<file path="src/rtl/fir_pkg.sv">
// Shared constants and state type for the FIR tap feeder.
package fir_pkg;

  localparam int TAPS        = 10;
  localparam int FILL_W      = 4;
  localparam int COEF_ADDR_W = 4;

  typedef enum logic {
    FILL = 1'b0,
    RUN  = 1'b1
  } state_t;

endpackage

</file>
<file path="src/rtl/fir_coef_bank.sv">
// Coefficient register file: TAPS entries of n bits with a single write port.
// Addresses outside 0..TAPS-1 are dropped without touching any entry.
module fir_coef_bank
  import fir_pkg::*;
#(
  parameter int n = 4
) (
  input  logic                   clk,
  input  logic                   rst,
  input  logic                   we,
  input  logic [COEF_ADDR_W-1:0] addr,
  input  logic [n-1:0]           data,
  output logic [TAPS*n-1:0]      h_flat
);

  logic addr_ok;
  assign addr_ok = (addr < COEF_ADDR_W'(TAPS));

  generate
    for (genvar gi = 0; gi < TAPS; gi++) begin : g_coef
      logic [n-1:0] h_q;

      // Load this coefficient when the write targets its index.
      always_ff @(posedge clk or posedge rst) begin
        if (rst) begin
          h_q <= '0;
        end else if (we && addr_ok && (addr == COEF_ADDR_W'(gi))) begin
          h_q <= data;
        end
      end

      assign h_flat[gi*n +: n] = h_q;
    end
  endgenerate

endmodule

</file>
<file path="src/rtl/fir_tap_feeder.sv">
// Serial-to-parallel window builder for the 10-tap FIR: delay line, fill
// counter and a FILL/RUN machine that pulses win_valid on each fresh window.
module fir_tap_feeder
  import fir_pkg::*;
#(
  parameter int n          = 4,
  parameter int ZERO_PRIME = 0
) (
  input  logic                   clk,
  input  logic                   rst,
  input  logic                   s_valid,
  input  logic [n-1:0]           s_data,
  input  logic                   flush,
  input  logic                   coef_we,
  input  logic [COEF_ADDR_W-1:0] coef_addr,
  input  logic [n-1:0]           coef_data,
  output logic [n-1:0]           x0, x1, x2, x3, x4, x5, x6, x7, x8, x9,
  output logic [n-1:0]           h0, h1, h2, h3, h4, h5, h6, h7, h8, h9,
  output logic                   win_valid,
  output logic [FILL_W-1:0]      fill_cnt
);

  // With zero priming the empty line already counts as a valid window.
  localparam state_t IDLE_STATE = (ZERO_PRIME != 0) ? RUN : FILL;
  localparam logic [FILL_W-1:0] FULL = FILL_W'(TAPS);

  logic [n-1:0]      x_q [TAPS];
  logic [n-1:0]      x_d [TAPS];
  logic [FILL_W-1:0] fill_q, fill_d;
  logic              win_valid_q, win_valid_d;
  state_t            state_q, state_d;
  logic              accept;
  logic [TAPS*n-1:0] h_flat;

  // Flush has priority: a sample arriving with flush is dropped.
  assign accept = s_valid && !flush;

  // Delay line next state: clear on flush, shift newest into slot 0 on accept.
  always_comb begin
    x_d = x_q;
    if (flush) begin
      for (int i = 0; i < TAPS; i++) x_d[i] = '0;
    end else if (accept) begin
      for (int i = TAPS - 1; i > 0; i--) x_d[i] = x_q[i-1];
      x_d[0] = s_data;
    end
  end

  // Fill counter, FSM transition and win_valid pulse.
  always_comb begin
    state_d     = state_q;
    fill_d      = fill_q;
    win_valid_d = 1'b0;
    if (flush) begin
      fill_d  = '0;
      state_d = IDLE_STATE;
    end else if (accept) begin
      fill_d = (fill_q == FULL) ? FULL : fill_q + 1'b1;
      unique case (state_q)
        FILL: begin
          // The accept that brings the line to full both enters RUN and
          // qualifies that window, aligned with the 10th sample on x0.
          if (fill_q == FULL - 1'b1) begin
            state_d     = RUN;
            win_valid_d = 1'b1;
          end
        end
        RUN: win_valid_d = 1'b1;
        default: state_d = IDLE_STATE;
      endcase
    end
  end

  // Register the sample path and control state.
  always_ff @(posedge clk or posedge rst) begin
    if (rst) begin
      for (int i = 0; i < TAPS; i++) x_q[i] <= '0;
      fill_q      <= '0;
      win_valid_q <= 1'b0;
      state_q     <= IDLE_STATE;
    end else begin
      x_q         <= x_d;
      fill_q      <= fill_d;
      win_valid_q <= win_valid_d;
      state_q     <= state_d;
    end
  end

  fir_coef_bank #(.n(n)) u_coef_bank (
    .clk    (clk),
    .rst    (rst),
    .we     (coef_we),
    .addr   (coef_addr),
    .data   (coef_data),
    .h_flat (h_flat)
  );

  assign x0 = x_q[0];
  assign x1 = x_q[1];
  assign x2 = x_q[2];
  assign x3 = x_q[3];
  assign x4 = x_q[4];
  assign x5 = x_q[5];
  assign x6 = x_q[6];
  assign x7 = x_q[7];
  assign x8 = x_q[8];
  assign x9 = x_q[9];

  assign h0 = h_flat[0*n +: n];
  assign h1 = h_flat[1*n +: n];
  assign h2 = h_flat[2*n +: n];
  assign h3 = h_flat[3*n +: n];
  assign h4 = h_flat[4*n +: n];
  assign h5 = h_flat[5*n +: n];
  assign h6 = h_flat[6*n +: n];
  assign h7 = h_flat[7*n +: n];
  assign h8 = h_flat[8*n +: n];
  assign h9 = h_flat[9*n +: n];

  assign win_valid = win_valid_q;
  assign fill_cnt  = fill_q;

endmodule

</file>
<file path="config.mk">
export PLATFORM = sky130hd
export DESIGN_NAME = fir_tap_feeder
export DESIGN_NICKNAME = d
export VERILOG_FILES = /design/src/rtl/fir_pkg.sv /design/src/rtl/fir_coef_bank.sv /design/src/rtl/fir_tap_feeder.sv
export SDC_FILE = /design/constraint.sdc
export NUM_CORES = 1
export LEC_CHECK = 0
export BUFFER_PORTS_ARGS = -buffer_cell sky130_fd_sc_hd__buf_2
export CAP_MARGIN = 20
export CORE_UTILIZATION = 40
export DETAILED_ROUTE_END_ITERATION = 8
export PLACE_DENSITY = 0.73
export SLEW_MARGIN = 20
export SYNTH_ARGS = -nofsm -noshare
export SYNTH_HDL_FRONTEND = slang
export SYNTH_SLANG_ARGS = --single-unit
</file>
<file path="constraint.sdc">
create_clock -name clk -period 2.8 [get_ports clk]
set_clock_uncertainty 0.1 [all_clocks]
set_input_delay 0.56 -clock clk [delete_from_list [all_inputs] [get_ports clk]]
set_output_delay 0.56 -clock clk [all_outputs]
set_load 0.03 [all_outputs]
</file>
==> metrics.md <==
| Metric | Value |
|---|---|
| Number of synthesized register bits | `86` |
| Largest family of logic cells by synthesized area | `multiplexers` |
| Max Cap Viol | `0` |
| Vias per cell | `4.91` |
| DR DRC count | `0` |
| Clock Tree Buf Depth | `2` |
| Delay-heaviest family, CP | `flip-flops` |
| # clock sinks | `86` |
| Hold slack final | `0.0622 ns` |
| Syn_nets | `283` |
| Met2 Wirelength | `3360 um` |
| Largest register FFs | `40` |
| CORE AREA | `8300 um2` |
| Area growth from synthesis to layout | `24.8%` |
| Clk Latency, worst-skew pair | `0.35 ns` |
| # hold bufs at CTS | `0` |
| Mux share of post-synthesis cell area | `0.248` |
| PostCTS Resize Cnt | `0` |
| Synthesized instance count | `263` |
| GP Congestion | `0.712` |
| Clock transition at path regs | `0.09 ns` |
| Die ar. | `9060 um2` |
| Complex-gate fraction of the synthesized area | `0.00829` |
| Status | `completed` |
| Starting density of the core | `0.418` |
| Worst-path fanout max | `6` |
| Total Routing Usage GR | `0.171` |
| Fill cell count | `749` |
| Die Y | `95.2 um` |
| DR top layer | `met4` |
| Kind of critical path | `flop to primary output` |
| Critical path's largest stage delay | `0.45 ns` |
| Grt ovf | `0` |
| Slew Limit Headroom | `0.602` |
| Startpoint Class | `flop` |
| Total negative slack | `0 ns` |
| Nets | `385` |
| WP data required | `2.14 ns` |
| Largest register by flop count | `u_coef_bank.g_coef.h_q` |
| Post-Synth Simple-Gate Area | `0.0883` |
| Diode count | `0` |
| Cells along the critical path | `buf_2` |
| Mean Syn Cell Area | `13.2 um2` |
| Met3 WL | `623 um` |
| Adder-cell share of the synthesized area | `0.0108` |
| Critical path arrival | `1.02 ns` |
| Tmin final | `1.68 ns` |
| Vias in the first global route | `2,340` |
| RSZ-0062 raised after global routing | `false` |
| Layout cell share with drive strength beyond 1 | `0.449` |
| H-Tree Depth | `3` |
| Cell Pwr Density | `719 nW/um2` |
| Routed via count | `2,331` |
| Final worst-path cycle share | `0.601` |
| Site row count | `33` |
| Register area share after synthesis | `0.620` |
| Mapped Area | `3470 um2` |
| Achievable Freq | `0.594 GHz` |
| First-pass GRT wire length | `11,600 um` |
| TritonCTS clock tree | `yes` |
| Util after Layout | `0.522` |
| # setup viols final | `0` |
| Inserted Clock Buffers | `9` |
| Detailed placer's ending HPWL | `5070 um` |
| Die Wd | `95.2 um` |
| Total wire length | `7170 um` |
| Tightest Pin Transition | `0.597 ns` |
| Crit. End Element | `primary output` |
| Post-route antenna net violation count | `0` |
| Largest net degree at the start of global routing | `40` |
| Total power | `3.12 mW` |
| Pleak | `2.30 nW` |
| Drt pass-1 iters | `4` |
| Per-cell routed wire length | `15.1 um` |
| Setup bufs post-CTS | `0` |
| First-iteration detailed-routing DRC count | `25` |
| CP max-delay cell | `dfrtp_1` |
| PortBufs | `101` |
| Worst VDD drop | `415 uV` |
| Final Slew Violations | `0` |
| Buf/Inv on CP | `1` |
| Synth cell types | `24` |
| CTS root buffer | `clkbuf_8` |
| Final Hold Fails | `0` |
| Ports | `102` |
| XOR/XNOR Fraction of Synth Area | `0.00252` |
| DRT met1 WL | `3100 um` |
| Antenna violations before repair | `0` |
| Hold Path Class | `primary input to asynchronous set/reset pin` |
| Synth Warn # | `0` |
==> layer usage <==
| layer | vias to the layer above | GRT usage |
|---|---|---|
| li1 | 1101 | - |
| met1 | 1141 | 0.213 |
| met2 | 82 | 0.267 |
| met3 | 7 | 0.0670 |
| met4 | 0 | 0.0669 |
| met5 | - | 0 |
==> cell type report <==
| cell class | count | area, um2 | area share |
|---|---|---|---|
| Clock buffer | 9 | 124 | 0.0286 |
| Clock inverter | 7 | 96.3 | 0.0222 |
| Inverter | 4 | 18.8 | 0.00433 |
| Multi-Input combinational cell | 158 | 1240 | 0.287 |
| Sequential cell | 86 | 2150 | 0.497 |
| Tap cell | 105 | 131 | 0.0303 |
| Timing Repair Buffer | 106 | 568 | 0.131 |
==> cells in the mapped netlist <==
library cell / number / area, um2
dfrtp_1: 86 / 2150
nor2_1: 47 / 176
mux2_2: 41 / 462
mux2i_1: 40 / 400
clkbuf_1: 6 / 22.5
nand2_1: 6 / 22.5
buf_1: 5 / 18.8
buf_2: 4 / 20.0
inv_1: 4 / 15.0
nand2b_1: 4 / 25.0
ha_1: 3 / 37.5
a21oi_1: 2 / 10.0
nand3b_1: 2 / 15.0
nand4_1: 2 / 12.5
or3_1: 2 / 12.5
a31oi_1: 1 / 6.26
nand3_1: 1 / 5.00
nor3_2: 1 / 10.0
nor3b_1: 1 / 7.51
nor3b_2: 1 / 12.5
o211ai_1: 1 / 7.51
o21ai_0: 1 / 5.00
or4_1: 1 / 7.51
xor2_1: 1 / 8.76
==> worst paths after layout <==
check | startpoint | slack [ns] | endpoint | depth (start not counted)
setup / recovery | fill_cnt[0]$_DFFE_PP0P_ | 1.12 | fill_cnt[0] | 1
hold / removal | rst | 0.06 | x4[3]$_DFFE_PP0P_ | 2
setup reg to reg | fill_cnt[0]$_DFFE_PP0P_ | 1.49 | fill_cnt[1]$_DFFE_PP0P_ | 4
hold reg to reg | state_q$_DFFE_PP0P_ | 0.40 | state_q$_DFFE_PP0P_ | 2
max in group asynchronous | rst | 2.01 | x9[2]$_DFFE_PP0P_ | 3
min in group clk | s_data[1] | 0.36 | x0[1]$_DFFE_PP0P_ | 3
==> kinds of logic after synthesis <==
kind of cell	count (synthesis)
xor+xnor	1
simple gates	68
compound gates	5
buf+inv	19
mux	81
flops	86
fa+ha+maj	3
==> layout by cell type (no fill, tap or decap), types with 3 or more instances in the layout <==
cell type / count
buf_2: 101
nand2_1: 6
mux2i_1: 40
ha_1: 3
nand2b_1: 4
mux2_2: 41
buf_4: 3
dfrtp_1: 86
nor2_1: 47
inv_1: 3
clkbuf_8: 9
==> power by group <==
part | internal (mW) | switching (mW) | leakage (nW)
Clock | 0.507 | 0.442 | 0.114
Combinational | 0.235 | 0.474 | 1.06
Sequential | 1.38 | 0.0749 | 1.13
==> metrics by stage <==
step                      setup WS (ns)  instance area (um2)  std cells
final                              1.12                 4330        475
after global placement            0.978                 4110        459
after floorplan                    1.10                 3480        263
after CTS                          1.09                 4330        475
after detailed placement          0.928                 4110        459
after global routing               1.05                 4330        475
No activity file was read; power rests on OpenSTA's default activity.
